`src/rtl/ifetch_buffer_if.sv`:
```
// ----------------------------------------------------------------------------
// ifetch_buffer_if
// Groups the instruction-memory bus, the decode handshake and the redirect
// control of the fetch stage into one bundle.
//   master : the fetch buffer itself. It drives iaddr to memory, and it drives
//            instr/instr_pc/instr_valid, fill_level and misalign to decode.
//   slave  : the surroundings (memory, decode, branch unit). They drive idata,
//            fetch_en, redirect_valid/redirect_pc and instr_ready.
// Parameter CNT_W : width of fill_level.
// ----------------------------------------------------------------------------
interface ifetch_buffer_if #(
    parameter int CNT_W = 2
) ();
    logic              fetch_en;
    logic [31:0]       iaddr;
    logic [31:0]       idata;
    logic              redirect_valid;
    logic [31:0]       redirect_pc;
    logic              instr_valid;
    logic              instr_ready;
    logic [31:0]       instr;
    logic [31:0]       instr_pc;
    logic [CNT_W-1:0]  fill_level;
    logic              misalign;

    modport master (
        input  fetch_en, idata, redirect_valid, redirect_pc, instr_ready,
        output iaddr, instr_valid, instr, instr_pc, fill_level, misalign
    );

    modport slave (
        output fetch_en, idata, redirect_valid, redirect_pc, instr_ready,
        input  iaddr, instr_valid, instr, instr_pc, fill_level, misalign
    );
endinterface

```
`src/rtl/ifetch_buffer.sv`:
```
// ----------------------------------------------------------------------------
// ifetch_buffer
// Instruction fetch stage. It owns the fetch PC and presents it as the memory
// byte address. It captures the word that memory returns in the same cycle and
// queues {pc, word} in a small FIFO. Decode drains that FIFO with a
// valid/ready handshake. A redirect flushes the FIFO and reloads the PC.
// Ports:
//   clk    : rising-edge clock
//   reset  : asynchronous active-low reset
//   bus    : ifetch_buffer_if.master (memory bus, decode handshake, redirect)
// Parameters:
//   RESET_PC : first byte address fetched after reset
//   DEPTH    : number of FIFO entries (power of 2, >= 2)
//   CNT_W    : width of fill_level (holds 0..DEPTH)
// ----------------------------------------------------------------------------
module ifetch_buffer #(
    parameter logic [31:0] RESET_PC = 32'h0000_0000,
    parameter int          DEPTH    = 2,
    parameter int          CNT_W    = 2
) (
    input  logic                 clk,
    input  logic                 reset,
    ifetch_buffer_if.master      bus
);
    localparam int               AW       = $clog2(DEPTH);
    localparam logic [AW-1:0]    PTR_ONE  = AW'(1);
    localparam logic [AW-1:0]    PTR_ZERO = AW'(0);
    localparam logic [CNT_W-1:0] CNT_FULL = CNT_W'(DEPTH);
    localparam logic [CNT_W-1:0] CNT_ONE  = CNT_W'(1);
    localparam logic [CNT_W-1:0] CNT_ZERO = CNT_W'(0);

    logic [31:0]      mem_pc_q   [DEPTH];
    logic [31:0]      mem_data_q [DEPTH];
    logic [AW-1:0]    rd_ptr_q, rd_ptr_d;
    logic [AW-1:0]    wr_ptr_q, wr_ptr_d;
    logic [CNT_W-1:0] count_q, count_d;
    logic [31:0]      fetch_pc_q, fetch_pc_d;
    logic             misalign_q, misalign_d;
    logic             head_valid_s;
    logic             pop_s;
    logic             push_s;

    // Handshake qualifiers: a redirect blocks both pop and push, so a head
    // offered together with a redirect is squashed and not consumed.
    always_comb begin
        head_valid_s = (count_q != CNT_ZERO);
        pop_s        = head_valid_s & bus.instr_ready & ~bus.redirect_valid;
        push_s       = bus.fetch_en & ~bus.redirect_valid &
                       ((count_q < CNT_FULL) | pop_s);
    end

    // Next-state logic for the pointers, the occupancy count, the PC and the misalign flag.
    always_comb begin
        rd_ptr_d   = rd_ptr_q;
        wr_ptr_d   = wr_ptr_q;
        count_d    = count_q;
        fetch_pc_d = fetch_pc_q;
        misalign_d = bus.redirect_valid & (|bus.redirect_pc[1:0]);
        if (bus.redirect_valid) begin
            rd_ptr_d   = PTR_ZERO;
            wr_ptr_d   = PTR_ZERO;
            count_d    = CNT_ZERO;
            fetch_pc_d = {bus.redirect_pc[31:2], 2'b00};
        end else begin
            if (push_s) begin
                wr_ptr_d   = wr_ptr_q + PTR_ONE;
                fetch_pc_d = fetch_pc_q + 32'd4;  // wraps modulo 2^32
            end else begin
                wr_ptr_d   = wr_ptr_q;
            end
            if (pop_s) begin
                rd_ptr_d = rd_ptr_q + PTR_ONE;
            end else begin
                rd_ptr_d = rd_ptr_q;
            end
            // A simultaneous push and pop leaves the count unchanged, even when the FIFO is full.
            case ({push_s, pop_s})
                2'b10:   count_d = count_q + CNT_ONE;
                2'b01:   count_d = count_q - CNT_ONE;
                default: count_d = count_q;
            endcase
        end
    end

    // Control state registers.
    always_ff @(posedge clk or negedge reset) begin
        if (!reset) begin
            rd_ptr_q   <= PTR_ZERO;
            wr_ptr_q   <= PTR_ZERO;
            count_q    <= CNT_ZERO;
            fetch_pc_q <= RESET_PC;
            misalign_q <= 1'b0;
        end else begin
            rd_ptr_q   <= rd_ptr_d;
            wr_ptr_q   <= wr_ptr_d;
            count_q    <= count_d;
            fetch_pc_q <= fetch_pc_d;
            misalign_q <= misalign_d;
        end
    end

    // FIFO storage: captures the combinationally returned word with its PC.
    always_ff @(posedge clk or negedge reset) begin
        if (!reset) begin
            for (int i = 0; i < DEPTH; i++) begin
                mem_pc_q[i]   <= 32'h0000_0000;
                mem_data_q[i] <= 32'h0000_0000;
            end
        end else if (push_s) begin
            mem_pc_q[wr_ptr_q]   <= fetch_pc_q;
            mem_data_q[wr_ptr_q] <= bus.idata;
        end
    end

    // Head presentation: the outputs are forced to zero whenever the FIFO is empty.
    always_comb begin
        if (head_valid_s) begin
            bus.instr    = mem_data_q[rd_ptr_q];
            bus.instr_pc = mem_pc_q[rd_ptr_q];
        end else begin
            bus.instr    = 32'h0000_0000;
            bus.instr_pc = 32'h0000_0000;
        end
    end

    assign bus.instr_valid = head_valid_s;
    assign bus.iaddr       = fetch_pc_q;
    assign bus.fill_level  = count_q;
    assign bus.misalign    = misalign_q;

endmodule

```
`src/flat_wrapper.sv`:
```
// flat-port wrapper written by rule: the top's interface ports become plain ports
module ifetch_buffer_flat 
#(
    parameter logic [31:0] RESET_PC = 32'h0000_0000,
    parameter int          DEPTH    = 2,
    parameter int          CNT_W    = 2
)
  (clk, reset, bus_fetch_en, bus_idata, bus_redirect_valid, bus_redirect_pc, bus_instr_ready, bus_iaddr, bus_instr_valid, bus_instr, bus_instr_pc, bus_fill_level, bus_misalign);
  ifetch_buffer_if #(.CNT_W(CNT_W)) bus_i ();
  input  logic clk;
  input  logic reset;
  input wire logic [$bits(bus_i.fetch_en)-1:0] bus_fetch_en;
  input wire logic [$bits(bus_i.idata)-1:0] bus_idata;
  input wire logic [$bits(bus_i.redirect_valid)-1:0] bus_redirect_valid;
  input wire logic [$bits(bus_i.redirect_pc)-1:0] bus_redirect_pc;
  input wire logic [$bits(bus_i.instr_ready)-1:0] bus_instr_ready;
  output wire logic [$bits(bus_i.iaddr)-1:0] bus_iaddr;
  output wire logic [$bits(bus_i.instr_valid)-1:0] bus_instr_valid;
  output wire logic [$bits(bus_i.instr)-1:0] bus_instr;
  output wire logic [$bits(bus_i.instr_pc)-1:0] bus_instr_pc;
  output wire logic [$bits(bus_i.fill_level)-1:0] bus_fill_level;
  output wire logic [$bits(bus_i.misalign)-1:0] bus_misalign;
  assign bus_i.fetch_en = bus_fetch_en;
  assign bus_i.idata = bus_idata;
  assign bus_i.redirect_valid = bus_redirect_valid;
  assign bus_i.redirect_pc = bus_redirect_pc;
  assign bus_i.instr_ready = bus_instr_ready;
  assign bus_iaddr = bus_i.iaddr;
  assign bus_instr_valid = bus_i.instr_valid;
  assign bus_instr = bus_i.instr;
  assign bus_instr_pc = bus_i.instr_pc;
  assign bus_fill_level = bus_i.fill_level;
  assign bus_misalign = bus_i.misalign;
  ifetch_buffer #(.RESET_PC(RESET_PC), .DEPTH(DEPTH), .CNT_W(CNT_W)) u_core (.clk(clk), .reset(reset), .bus(bus_i));
endmodule
```
`config.mk`:
```
export PLATFORM = sky130hd
export DESIGN_NAME = ifetch_buffer_flat
export DESIGN_NICKNAME = d
export VERILOG_FILES = /design/src/rtl/ifetch_buffer_if.sv /design/src/rtl/ifetch_buffer.sv /design/src/flat_wrapper.sv
export SDC_FILE = /design/constraint.sdc
export NUM_CORES = 1
export LEC_CHECK = 0
export BUFFER_PORTS_ARGS = -buffer_cell sky130_fd_sc_hd__clkbuf_2
export CAP_MARGIN = 20
export CORE_MARGIN = 2
export CORE_UTILIZATION = 50
export DETAILED_ROUTE_END_ITERATION = 8
export PLACE_DENSITY = 0.74
export SLEW_MARGIN = 30
export SYNTH_ARGS = -nofsm -noshare
export SYNTH_HDL_FRONTEND = slang
export SYNTH_SLANG_ARGS = --single-unit
```
`constraint.sdc`:
```
create_clock -name clk -period 2.68 [get_ports clk]
set_clock_uncertainty 0.1 [all_clocks]
set_input_delay 0.536 -clock clk [delete_from_list [all_inputs] [get_ports clk]]
set_output_delay 0.536 -clock clk [all_outputs]
set_load 0.02 [all_outputs]
```
==> results.md, run 1 <==
- # setup viols final: 0
- Post-synthesis mux area share: 25.76%
- Clock Path Buffers: 2
- Hold_buf cts: 1
- Type of the worst min-delay path: in -> reg
- Die area: 16570 µm²
- CP Capture Type: output pin
- Leakage power: 0.004246 µW
- Psw: 2191 µW
- Sw Ratio: 28.19%
- Most numerous cell in the Yosys netlist: dfrtp_1
- Final setup TNS: 0 ps
- Worst Min Path Start: bus_redirect_pc[15]
- Worst Path Required: 2040 ps
- Synth Warn #: 0
- Multi-input logic area: 3577 µm²
- Worst vdd ir: 0.0004823 V
- Post-synthesis xor/xnor area fraction: 1.013%
- Via density: 5.811
- Critical Path Start: u_core.rd_ptr_q$_DFFE_PN0P_
- Area share of fa/ha/maj cells after synthesis: 0.1608%
- Global-route wire length before repair: 30660 µm
- Synth Cell Area: 7780 µm²
- Number of global-route vias before repair: 6010
- Seq/Total Area, Yosys: 51.14%
- Slowest stage delay, CP: 620 ps
- Via count: 5991
- # fillers: 1211
- Share of cells above drive strength 1: 41.16%
- Remaining antenna violation count after routing: 0
- Cells after synthesis: 675
- Synth area leader: dfrtp_1
- Initial Util: 51.18%
- Number of synthesized flops with an enable pin: 0
- Seq cells post-synth: 159
- Clock network power share: 33.5%
- CORE AREA: 15200 µm²
- Crit start category: flip-flop
- Cells along the critical path: buf_4 > mux2i_1 > nor2_1 > clkbuf_2
- Io pins: 169
- Slew headroom: 51.01%
- Mean routed wirelength per cell: 18.44 µm
- Row count: 45
- RSZ-0062 raised after global routing: false
- CTS clk-pin slew, worst paths: 60 ps
- Layout net count: 902
- Clock Tree Root: clkbuf_16
- CTS tree: built
- Fin crit share: 91.55%
- Crit path DAT: 1820 ps
- Worst setup margin: 226.6 ps
- Clk Latency, worst-skew pair: 420 ps
- N_diodes: 0
- Synth Flop Type: dfrtp_1
- Simple-gate area share of the yosys netlist: 13.49%
- Placer Congestion: 0.8709
- Combinational share of power: 22.4%
- Status: finished clean
- Max-cap viol count: 0
- Starting DRT DRC Count: 406
- Buf+Inv Stages, Crit Path: 2
- CTS buffer count: 17
- Worst slack, placed: 362.6 ps
- Internal: 5581 µW
- Avg Cell Area, Syn: 11.53 µm²
- Dpl hpwl: 13350 µm
- Depth of the CTS H-tree: 4
- Placed Cells: 1000
- Min Tclk post-route: 2453 ps
- Fmax: 0.4076 GHz
- Pwr/cell area: 815.6 nW/µm²
- Area fraction in compound gates after synthesis: 5.179%
- Worst R2R Start: u_core.bus.iaddr[2]$_DFFE_PN0P_
- Die height: 128.7 µm
- Resized Gates After CTS: 0
- Unique masters post-synth: 50
- Area contributors post-synth: dfrtp_1 (51%), mux2_2 (18%), mux2i_1 (8.1%)
- Non-filler cells, final: 1031
- Setup Fix Bufs, Post-CTS: 0
- Combinational family with the most area after synthesis: multiplexers
- Most frequent cells after synthesis: dfrtp_1 (159), mux2_2 (122), nor2_1 (77)
- Seq. cell area: 3983 µm²
- Measured slew at the worst slew-check pin: 728.1 ps
- Overall Global Routing Usage: 23.56%
- DR pass1 iterations: 5
- GRT overflow: 0
- Final slew viol count: 0
- CP Class: reg -> out
- Post-detailed-routing wire length: 19010 µm
- FFs w/ async S/R, synth: 100.0%
- Area growth, synth to finish: 22.48%
- CP Max Fanout: 16
- Slowest cell on the critical path: dfrtp_4
- Die width: 128.7 µm
- Port Buffers: 164
- Synth top area share: 51.14%
- Sequential share of power: 44.1%
- # DRC: 0
- CTS Sinks: 159
- Final hold vios: 0
- CP top delay family: flip-flops
- Largest net degree at the start of global routing: 56
- Antenna violations before repair: 0
-- through the flow --
| stage | total power (µW) | area [µm²] | utilization [%] | hold WS [ps] |
|---|---|---|---|---|
| final | 7772 | 9529 | 62.68 | 223.2 |
| after global routing | 8166 | 9529 | 62.68 | 235.8 |
| after CTS | 7836 | 9529 | 62.68 | 206.8 |
| after detailed placement | 5214 | 8879 | 58.40 | 371.3 |
| after global placement | 5095 | 8879 | 58.40 | 363.7 |
| after floorplan | 4584 | 7791 | - | 140.4 |
-- placed cells by master, fill, tap and decap left out, types with 7 or more instances in the layout --
cell         n
clkbuf_16   17
nand3_1     23
nand4_1     19
nand2_1     34
o311ai_0    14
buf_12       7
nor2_1      76
mux2_2     122
mux2i_1     63
buf_4       13
o31ai_1      7
clkbuf_2   163
dfrtp_1    158
nor2b_1     11
o21ai_0     14
-- kinds of logic after synthesis --
family	after synthesis
compound gates	55
xor+xnor	9
fa+ha+maj	1
buf+inv	55
flops	159
mux	185
other cells	1
simple gates	210
-- metal layers --
| metal | share of wire (%) | GRT usage (%) | wire length (µm) | vias to the layer above |
|---|---|---|---|---|
| met5 | 0 | 0 | 0 | - |
| met4 | 1.6 | 7.481 | 295 | 0 |
| met3 | 7.4 | 5.530 | 1404 | 31 |
| met2 | 47 | 37.19 | 8859 | 245 |
| met1 | 44 | 32.50 | 8448 | 2971 |
| li1 | - | - | - | 2744 |
-- flip-flops by register name, indices dropped and copies added (netlist names) --
name                   count
u_core.bus.fill_level      2
u_core.bus.iaddr          30
u_core.bus.misalign        1
u_core.mem_data_q         64
u_core.mem_pc_q           60
u_core.rd_ptr_q            1
u_core.wr_ptr_q            1
-- power groups by stage --
stage / Sequential [µW] / Clock, µW / Combinational [µW]
after CTS: 3420 / 2650 / 1770
final: 3430 / 2610 / 1740
after global routing: 3500 / 2760 / 1900
after global placement: 3410 / 0 / 1690
after floorplan: 3370 / 0 / 1210
after detailed placement: 3460 / 0 / 1750
-- worst paths after layout --
kind / to / slack (ps) / depth (start not counted)
min reg2reg: u_core.mem_pc_q[10]$_DFFE_PN0P_ / 400 / 2
min: u_core.bus.iaddr[15]$_DFFE_PN0P_ / 220 / 3
max reg2reg: u_core.bus.iaddr[30]$_DFFE_PN0P_ / 410 / 5
max: bus_instr[27] / 230 / 4
max in group asynchronous: u_core.bus.iaddr[9]$_DFFE_PN0P_ / 1160 / 3
min in group asynchronous: u_core.mem_data_q[42]$_DFFE_PN0P_ / 530 / 2
-- final cells by class --
class                      count  area share, %
sequential                   159          41.79
multi-input combinational    464          37.54
timing repair buffer         185          11.28
clock buffer                  25          5.410
tap                          188          2.468
clock inverter                 5          1.313
inverter                       5         0.1970
-- tightest hold or removal path, delay by kind of cell --
kind / cells / cell delay [ps]
simple gates: 2 / 90
buf+inv: 1 / 80
Note: power is estimated with default switching activity, not from simulation.
==> inputs of run 2 (changes only) <==
--- a/config.mk
+++ b/config.mk
@@ -10,7 +10,8 @@
 export CORE_MARGIN = 2
 export CORE_UTILIZATION = 50
 export DETAILED_ROUTE_END_ITERATION = 8
-export PLACE_DENSITY = 0.74
+export MAX_ROUTING_LAYER = met4
+export PLACE_DENSITY = 0.84
 export SLEW_MARGIN = 30
 export SYNTH_ARGS = -nofsm -noshare
 export SYNTH_HDL_FRONTEND = slang
==> run 2 against run 1 <==
The flow now finishes with violations (negative hold slack). Sequential share of layout area grew 0.30 points. Register-to-register slack is essentially flat. Utilization is 0.45 points lower. Power down 3.1%. Critical path depth is the same. Highest routed layer unchanged.
==> results.md, run 2 (same netlist as run 1, synthesis figures left out) <==
- Status: finished, violations left
- Violated checks: negative hold slack
- Starting DRT DRC Count: 411
- Resized Gates After CTS: 0
- Largest net degree at the start of global routing: 61
- CP top delay family: flip-flops
- Wl on met1: 8088 µm
- RSZ-0062 raised after global routing: false
- Routed met2 length: 9058 µm
- Min Tclk post-route: 2587 ps
- N_diodes: 0
- Global-route wire length before repair: 30500 µm
- # DRC: 0
- CP Max Fanout: 26
- Depth of the CTS H-tree: 4
- Worst slack, placed: 331.5 ps
- Final setup TNS: 0 ps
- Die area: 16570 µm²
- DR pass1 iterations: 6
- Port Buffers: 164
- # setup viols final: 0
- Io pins: 169
- Commonest non-fill, non-tap cell in the layout: clkbuf_2
- CTS tree: built
- CTS clk-pin slew, worst paths: 60 ps
- FF-to-FF End: u_core.bus.iaddr[30]$_DFFE_PN0P_
- Worst Path Required: 2040 ps
- Crit path DAT: 1950 ps
- Cells on worst reg2reg path: 5
- Placed instance area: 8884 µm²
- Design area: 9460 µm²
- Fin crit share: 96.52%
- Layout net count: 905
- R2r setup slk: 420 ps
- CP Class: reg -> out
- Final hold vios: 9
- Remaining antenna violation count after routing: 0
- CP Capture Type: output pin
- Fmax: 0.3866 GHz
- Leakage power: 0.004207 µW
- Placer Congestion: 0.8901
- Die height: 128.7 µm
- Number of global-route vias before repair: 5972
- Measured slew at the worst slew-check pin: 598.0 ps
- Post-detailed-routing wire length: 18750 µm
- Max-cap viol count: 0
- Clock Tree Root: clkbuf_16
- Dpl hpwl: 12990 µm
- Row count: 45
- Buf+Inv Stages, Crit Path: 2
- Die width: 128.7 µm
- Biggest register: u_core.mem_data_q
- Pwr/cell area: 796.5 nW/µm²
- Overall Global Routing Usage: 24.54%
- Max FFs per register: 64
- Setup Fix Bufs, Post-CTS: 0
- Crit start category: flip-flop
- Antenna violations before repair: 0
- CTS Sinks: 159
- Mean routed wirelength per cell: 18.13 µm
- Hold Slack: -21.45 ps
- Type of the worst min-delay path: in -> async
- Initial Util: 51.18%
- Worst vdd ir: 0.0004848 V
- # fillers: 1215
- Share of cells above drive strength 1: 41.49%
- Met3 wire length: 1303 µm
- Slew headroom: 60.14%
- Worst setup margin: 93.18 ps
- Worst R2R Start: u_core.bus.iaddr[2]$_DFFE_PN0P_
- Slowest stage delay, CP: 750 ps
- Area growth, synth to finish: 21.60%
- Via density: 5.711
- Hold_buf cts: 0
- Final slew viol count: 0
- CORE AREA: 15200 µm²
- GRT overflow: 0
- Cells along the critical path: buf_4 > mux2i_1 > nor2_1 > clkbuf_2
- CTS buffer count: 17
- Slowest cell on the critical path: dfrtp_4
- Clk Latency, worst-skew pair: 420 ps
- Top Metal Used: met4
- Via count: 5905
- Clock Path Buffers: 2
- Most frequent cells in the layout: clkbuf_2 (163), dfrtp_1 (158), mux2_2 (122)
run 2: changes by cell type in the layout (fill, tap and decap cells not counted), moves of 2 or more:
cell        before  now
clkinvlp_4       0    4
buf_12           7    5
buf_4           13   19
clkbuf_8         6    0
clkinv_2         1    3
run 2: metal layers:
metal / track usage, % / vias to the layer above
li1: - / 2747
met1: 30.56 / 2908
met2: 39.22 / 232
met3: 6.819 / 18
met4: 7.545 / 0
met5: - / -
run 2: report_power, final:
| group | switching (µW) | internal (µW) | total [µW] |
|---|---|---|---|
| Combinational | 861 | 864 | 1730 |
| Clock | 937 | 1450 | 2380 |
| Sequential | 405 | 3020 | 3420 |
| Total | 2200 | 5330 | 7540 |
run 2: worst reg2reg max path: stages (launching register included):
cell and delay [ps]:
dfrtp_1 480, ha_1 290, nand2_1 100, or3_1 470, o41a_1 450, a221o_1 260
run 2: cell type report:
class	count	area, µm²	area share (%)
flip-flops and latches	159	3983	42.10
multi-input cells	464	3577	37.81
repair buffers	188	1070	11.31
clock buffers	19	432.9	4.576
well taps	188	235.2	2.486
clock inverters	11	143.9	1.521
inverters	5	18.77	0.1984
run 2: how the worst max path moves through the flow:
stage,startpoint,to,slack [ps],depth (start not counted)
after floorplan,u_core.bus.iaddr[2]$_DFFE_PN0P_,u_core.bus.iaddr[30]$_DFFE_PN0P_,530,6
after global placement,bus_instr_ready,u_core.mem_pc_q[52]$_DFFE_PN0P_,440,6
after global routing,u_core.rd_ptr_q$_DFFE_PN0P_,bus_instr[20],2,4
final,u_core.rd_ptr_q$_DFFE_PN0P_,bus_instr[17],90,4
after detailed placement,bus_instr_ready,u_core.mem_pc_q[49]$_DFFE_PN0P_,330,6
after CTS,u_core.rd_ptr_q$_DFFE_PN0P_,bus_instr[17],70,4
run 2: through the flow:
step           hold WS, ps  power (µW)  instances  util, %
2_1_floorplan        140.4        4584        678        -
3_3_place_gp         366.9        5106       1004    58.44
3_5_place_dp         374.9        5196       1004    58.44
4_1_cts              7.400        7597       1034    62.23
5_1_grt              21.77        7953       1034    62.23
6_report            -21.45        7535       1034    62.23
